--- config.mk ---
export PLATFORM = sky130hd
export DESIGN_NAME = seg_display_mux
export DESIGN_NICKNAME = d
export VERILOG_FILES = /design/src/rtl/seg_display_mux.sv
export SDC_FILE = /design/constraint.sdc
export NUM_CORES = 1
export LEC_CHECK = 0
export CAP_MARGIN = 20
export CORE_MARGIN = 8
export CORE_UTILIZATION = 30
export CTS_CLUSTER_DIAMETER = 150
export DETAILED_ROUTE_END_ITERATION = 10
export GPL_TIMING_DRIVEN = 0
export PLACE_DENSITY = 0.47
export SYNTH_ARGS = -nofsm -noshare
export SYNTH_HDL_FRONTEND = slang
export SYNTH_SLANG_ARGS = --single-unit
--- constraint.sdc ---
create_clock -name clk -period 2.9 [get_ports clk]
set_clock_uncertainty 0.2 [all_clocks]
set_input_delay 0.29 -clock clk [delete_from_list [all_inputs] [get_ports clk]]
set_output_delay 0.29 -clock clk [all_outputs]
set_load 0.03 [all_outputs]
--- src/rtl/seg_display_mux.sv ---
// seg_display_mux: scans a 12-bit status word onto a 3-digit multiplexed
// 7-segment display. Each digit slot opens with a blanking gap to avoid ghosting.
// The word is latched once per frame so a digit never tears mid-scan.
// Optional feature macro: SEG_BLINK_EN adds the blink input and a frame-rate blink gate.
module seg_display_mux #(
  parameter int REFRESH_DIV  = 50000,
  parameter int BLANK_CYCLES = 1000,
  parameter bit ACTIVE_LOW   = 1'b1,
  parameter int BLINK_FRAMES = 128
) (
  input  logic        clk,
  input  logic        rst,
  input  logic [11:0] seg_digits,
`ifdef SEG_BLINK_EN
  input  logic        blink,
`endif
  output logic [6:0]  seg,
  output logic [2:0]  seg_an
);

  localparam int CW = (REFRESH_DIV > 1) ? $clog2(REFRESH_DIV) : 1;
  localparam logic [CW-1:0] SLOT_LAST = CW'(REFRESH_DIV - 1);
  localparam logic [CW-1:0] BLANK_END = CW'(BLANK_CYCLES);

  // Reject parameter sets that leave no lit time or no blanking gap.
  if (REFRESH_DIV <= BLANK_CYCLES + 1) begin : g_bad_div
    $error("seg_display_mux: REFRESH_DIV must exceed BLANK_CYCLES+1");
  end
  if (BLANK_CYCLES < 2) begin : g_bad_blank
    $error("seg_display_mux: BLANK_CYCLES must be at least 2");
  end

  logic [CW-1:0] r_slot_cnt;
  logic [1:0]    r_digit_idx;
  logic [11:0]   r_shadow;
  logic [6:0]    r_seg;
  logic [2:0]    r_seg_an;

  logic [1:0]    w_idx;
  logic          w_slot_wrap;
  logic          w_frame_start;
  logic          w_blank;
  logic          w_dark;
  logic [3:0]    w_nibble;
  logic [6:0]    w_glyph;
  logic [2:0]    w_an_hot;

  // digit_idx of 3 cannot be reached; if it ever appears, it behaves as digit 0
  assign w_idx         = (r_digit_idx == 2'd3) ? 2'd0 : r_digit_idx;
  assign w_slot_wrap   = (r_slot_cnt == SLOT_LAST);
  assign w_frame_start = (r_slot_cnt == '0) && (w_idx == 2'd0);
  assign w_blank       = (r_slot_cnt < BLANK_END);

`ifdef SEG_BLINK_EN
  localparam int PB = (BLINK_FRAMES > 1) ? $clog2(BLINK_FRAMES) : 0;

  if ((1 << PB) != BLINK_FRAMES) begin : g_bad_blink
    $error("seg_display_mux: BLINK_FRAMES must be a power of 2");
  end

  logic [PB:0] r_frame_cnt;
  logic        r_blink_lat;

  // Count completed frames and take the blink request at the frame latch point
  always_ff @(posedge clk) begin
    if (rst) begin
      r_frame_cnt <= '0;
      r_blink_lat <= 1'b0;
    end else begin
      if (w_slot_wrap && (w_idx == 2'd2)) begin
        r_frame_cnt <= r_frame_cnt + 1'b1;
      end
      if (w_frame_start) begin
        r_blink_lat <= blink;
      end
    end
  end

  assign w_dark = r_blink_lat & r_frame_cnt[PB];
`else
  assign w_dark = 1'b0;
`endif

  // Scan counters and the once-per-frame shadow copy of the status word
  always_ff @(posedge clk) begin
    if (rst) begin
      r_slot_cnt  <= '0;
      r_digit_idx <= 2'd0;
      r_shadow    <= 12'h000;
    end else begin
      if (w_slot_wrap) begin
        r_slot_cnt  <= '0;
        r_digit_idx <= (w_idx == 2'd2) ? 2'd0 : (w_idx + 2'd1);
      end else begin
        r_slot_cnt  <= r_slot_cnt + CW'(1);
      end
      if (w_frame_start) begin
        r_shadow <= seg_digits;
      end
    end
  end

  // Select the nibble belonging to the digit currently being scanned
  always_comb begin
    w_nibble = r_shadow[3:0];
    case (w_idx)
      2'd1:    w_nibble = r_shadow[7:4];
      2'd2:    w_nibble = r_shadow[11:8];
      default: w_nibble = r_shadow[3:0];
    endcase
  end

  // Hex glyph decode, active-high gfedcba with bit0 = segment a
  always_comb begin
    w_glyph = 7'h00;
    case (w_nibble)
      4'h0: w_glyph = 7'h3F;
      4'h1: w_glyph = 7'h06;
      4'h2: w_glyph = 7'h5B;
      4'h3: w_glyph = 7'h4F;
      4'h4: w_glyph = 7'h66;
      4'h5: w_glyph = 7'h6D;
      4'h6: w_glyph = 7'h7D;
      4'h7: w_glyph = 7'h07;
      4'h8: w_glyph = 7'h7F;
      4'h9: w_glyph = 7'h6F;
      4'hA: w_glyph = 7'h77;
      4'hB: w_glyph = 7'h7C;
      4'hC: w_glyph = 7'h39;
      4'hD: w_glyph = 7'h5E;
      4'hE: w_glyph = 7'h79;
      4'hF: w_glyph = 7'h71;
      default: w_glyph = 7'h00;
    endcase
  end

  // One anode at most: the scanned digit, and only after the blanking gap
  for (genvar gi = 0; gi < 3; gi++) begin : g_an
    assign w_an_hot[gi] = (w_idx == 2'(gi)) && !w_blank && !w_dark;
  end

  // Registered pin drive, polarity applied last
  always_ff @(posedge clk) begin
    if (rst) begin
      r_seg    <= {7{ACTIVE_LOW}};
      r_seg_an <= {3{ACTIVE_LOW}};
    end else begin
      r_seg    <= ACTIVE_LOW ? ~w_glyph : w_glyph;
      r_seg_an <= ACTIVE_LOW ? ~w_an_hot : w_an_hot;
    end
  end

  assign seg    = r_seg;
  assign seg_an = r_seg_an;

endmodule

==> After elaboration in Yosys (flattened, before gate mapping) <==
Memory sizes are Yosys's and may differ from the RTL's.
Index checks and enable logic that the tools add are counted.
{ "word_totals": {"ff_bits": 40, "mem_bits_ro": 112, "inputBits": 14, "word_cells": 26, "memories": 1} }
{ "classes": {"add_sub_neg": 2, "n_lt_le_gt_ge": 1, "n_eq_ne": 4, "n_mux": 3, "bitwise_logic": 2, "reduce_logical": 8} }
{ "memory_table": {"columns": ["memory", "words", "width", "read_ports", "rd_ports_with_merged_regs", "write_ports", "line_no", "text"], "rows": [
  ["(no name shown)", 16, 7, 1, 0, 0, "116", "case (w_nibble)"]
]} }
{ "ops": {"columns": ["cell", "count"], "rows": [
  ["$add 16x1->16 const B", 1],
  ["$eq 16x16->1 const B", 1],
  ["$logic_not 16->1", 1],
  ["$lt 16x10->1 const B", 1],
  ["$pmux 4 s2", 1],
  ["$not 7->7", 1],
  ["$eq 2x2->1 const B", 2],
  ["$logic_and 1x1->1", 4],
  ["$mux 2", 2],
  ["$not 3->3", 1],
  ["$add 2x1->2 const B", 1],
  ["$eq 2x1->1 const B", 1],
  ["$logic_not 2->1", 1],
  ["$reduce_or 2->1", 1],
  ["$logic_not 1->1", 1]
]} }

==> Longest topological paths before layout <==
An unclocked memory read counts as a cell.
{ "logic_depth": {"word_depth": 6, "depth_mapped": 10} }

==> Worst setup path before layout <==
OpenSTA, ideal clock, no wires.
{ "synth_timing": {"path_type": "flip-flop to flip-flop", "from": "register r_digit_idx[0]", "to": "register r_seg[0] (netlist: seg[0])", "setup_time_ps": 122, "arrival_time_ps": 2331, "slack_ps": 247, "stages_incl_launch_ff": 10, "n_path_buf": 1, "period_less_slack_ps": 2653, "cell_sequence": "dfxtp_1 > inv_1 > ha_1 > buf_6 > inv_1 > o21ai_0 > inv_1 > ha_1 > or4_1 > o311a_1"} }
{ "synth_via": {"elab_chain_cells": 6, "elab_cells_between_ends": 7} }
{ "synth_lines": {"columns": ["item", "line_no", "text"], "rows": [
  ["start, declared", "34", "logic [1:0] r_digit_idx;"],
  ["start signal, assigned", "93", "r_digit_idx <= (w_idx == 2'd2) ? 2'd0 : (w_idx + 2'd1);"],
  ["$eq 2x2->1", "49", "assign w_idx = (r_digit_idx == 2'd3) ? 2'd0 : r_digit_idx;"],
  ["$mux 2 *", "49", null],
  ["$eq 2x2->1 or $eq 2x1->1 (tied branches)", "106", "case (w_idx)"],
  ["$pmux 4 s2 *", "106", null],
  ["$mem_v2 16x7 *", null, null],
  ["$not 7->7 *", "148", "r_seg <= ACTIVE_LOW ? ~w_glyph : w_glyph;"],
  ["end signal, assigned", "145", "r_seg <= {7{ACTIVE_LOW}};"],
  ["end signal, assigned", "148", null],
  ["end, declared", "36", "logic [6:0] r_seg;"]
]} }
Mark *: on every way between the ends. The rest lies on a longest branch, timed or not.
A chain may end at the register's enable or synchronous reset.

==> Worst setup path in the final report <==
Ends and elaborated chain as after synthesis.

==> results.cfg <==
[yosys]
ys_ff_latch = 40
yosysUniqueCellTypes = 40
syn_area_mm2 = 0.001981
synth_nets = 252
synth.top_cell.area_share_pct = 40.43
synth_top_area_cell = dfxtp_1
synth_async_sr_flop_share_pct = 0
syn_area_per_cell_um2 = 8.764
synthFlopType = dfxtp_1
synth_most_common_cell = dfxtp_1
synthTopCellsByArea = dfxtp_1 (40%), ha_1 (7.6%), o21ai_0 (4.8%)
synth_edf_count = 0
synth_common_cells = dfxtp_1 (40), nor2_1 (20), o21ai_0 (19)
yosys_warnings = 0
synth_seq_area_share_pct = 40.43
postSynthCellCount = 226

[critical_path]
rr_startpoint = r_digit_idx[0]$_SDFFE_PP0N_
crit_type = reg2reg
rr_endpoint = seg[0]$_SDFF_PP1_
worstPathArrival_ns = 2.69
cp-start-kind = flop
critical_path.max_fanout = 9
crit_start = r_digit_idx[0]$_SDFFE_PP0N_
r2r_slack_ns = 0.19
worstPathRequired_ns = 2.88
worstRegToRegCells = 9
setup.worst_path.end_class = flop

[placed_design]
port_buffers = 22
post-dp-hpwl_um = 3379
placed_area_mm2 = 0.002297
gp_congestion = 0.7641

[power_and_ir_drop]
p_total_mw = 1.186
cellPowerDensity_mw_per_mm2 = 495.3
leakage_nw = 0.8984
peakVddDrop_mv = 0.1767

[die]
dieArea_mm2 = 0.009459
core_region_area_mm2 = 0.006386
initial_utilization_pct = 31.01
io-pin-count = 24
die_w_um = 97.26
rows = 29
die_h_um = 97.26

[clock_network]
clockBufferDepth = 2
cts_hold_buf = 0
h-tree-depth = 2
clkLatencyLatePin_ns = 0.30
cts_buffers = 5
root_buffer = clkbuf_8
cts_tree = done
cts_sinks = 40
postCtsSetupBuffers = 0
clk_pin_slew_ns = 0.08

[detailed_routing]
num_vias = 1677
final_antenna_net_count = 0
detail_route.wirelength_um = 4652
vias_per_cell = 5.036
firstDrtPassIters = 4
drt-wirelength-per-cell_um = 13.97
route.detailed.drc = 0
drt_iter0_drc = 80

[finish]
fillerInstances = 685
area_delta_synth_final_pct = 20.85
final_nets = 281
final_cell_area_mm2 = 0.002394
layout-drive-gt1-share_pct = 7.813
diodes = 0

[timing]
slew_violations = 0
max_clock_freq_mhz = 368.8
hold_violations = 0
period_share_pct = 93.49
tightest_slew_ns = 0.5500
rsz0062_at_grt = false
setup_viol = 0
whs_ns = 0.2749
slew_headroom_pct = 63.33
layout_min_cycle_time_ns = 2.711
tns_ns = 0

[global_route]
track_usage_pct = 10.17
grt_max_degree = 13
grt_pass1_wl_um = 8024
gr-total-overflow = 0
grt_pass1_vias = 1590
antenna_found_initial = 0

[min_path]
holdPathStages = 1
min_from = r_slot_cnt[0]$_SDFF_PP0_
min_to = r_slot_cnt[0]$_SDFF_PP0_
hp-class = reg2reg

[job]
maxCapViolations = 0

[run_status]
status = finished, final reports clean
repair_timing:
item / CTS / global route
setup endpoints to repair: 2 / 2
gates resized for setup: 2 / 1
gates cloned: 0 / 0
through the flow:
stage / setup slack, ns / utilization (%) / instances
after detailed placement: -0.1526 / 35.97 / 325
after global routing: 0.02246 / 37.48 / 333
after floorplan: 0.2473 / - / 226
final: 0.1887 / 37.48 / 333
after CTS: 0.02525 / 37.42 / 333
after global placement: -0.1150 / 35.97 / 325
worst max path at each step:
stage / endpoint / slack (ns) / cells after the start
2_1_floorplan: seg[0]$_SDFF_PP1_ / 0.25 / 9
3_5_place_dp: seg[0]$_SDFF_PP1_ / -0.15 / 9
4_1_cts: seg[0]$_SDFF_PP1_ / 0.03 / 9
6_report: seg[0]$_SDFF_PP1_ / 0.19 / 9
3_3_place_gp: seg[0]$_SDFF_PP1_ / -0.11 / 9
5_1_grt: seg[0]$_SDFF_PP1_ / 0.02 / 8
cell type report:
| type | count | area [um2] | share of cell area [%] |
|---|---|---|---|
| sequential | 40 | 800.8 | 33.46 |
| timing repair buffer | 22 | 220.2 | 9.200 |
| multi-input combinational | 163 | 1070 | 44.69 |
| inverter | 11 | 41.29 | 1.725 |
| buffer | 12 | 72.57 | 3.032 |
| tap | 77 | 96.34 | 4.025 |
| clock buffer | 6 | 82.58 | 3.450 |
| clock inverter | 2 | 10.01 | 0.4182 |
worst max-delay path: stages (launching register included):
cell and delay (ns):
dfxtp_1 0.38, inv_1 0.06, ha_1 0.29, buf_6 0.15, a221o_1 0.29, o21ai_2 0.15, inv_1 0.14, ha_1 0.29
or4_1 0.53, o311a_1 0.12
routing by layer:
layer / GRT usage (%) / part of all wire, % / up-vias
met5: 0 / 0 / -
met2: 14.53 / 41 / 24
met3: 2.987 / 4.2 / 7
met1: 13.65 / 53 / 779
met4: 4.545 / 1.8 / 0
li1: - / - / 867
sequential cells by signal (all words and copies together), names as in the netlist:
register and flops:
r_shadow 12, seg 7, seg_an 3, r_slot_cnt 16, r_digit_idx 2
power by group:
group          leakage (nW)  switching (mW)  internal [mW]
logic                 0.520           0.108         0.0908
clock network        0.0510           0.202          0.190
registers             0.328          0.0144          0.580
cells in the final DEF (no fill, tap or decap), types with 3 or more instances in the layout:
cell             instances
a21oi_1                 16
a221o_1                  5
a31oi_1                  3
and3_1                   4
buf_2                    4
buf_6                    3
clkbuf_1                 5
clkbuf_8                 6
clkdlybuf4s50_1         22
dfxtp_1                 40
ha_1                    12
inv_1                   11
mux2i_1                  4
nand2_1                 12
nand3_1                 18
nand4_1                  6
nor2_1                  20
nor3_1                   4
o21ai_0                 17
xnor2_1                  8
xor2_1                   5
kinds of logic after synthesis:
family | Yosys count | share of synthesized area, %
fa+ha+maj | 12 | 7.580
xor+xnor | 13 | 5.749
simple gates | 79 | 20.78
mux | 5 | 2.779
compound gates | 54 | 16.93
flops | 40 | 40.43
buf+inv | 23 | 5.749
No activity file was read; power rests on OpenSTA's default activity.
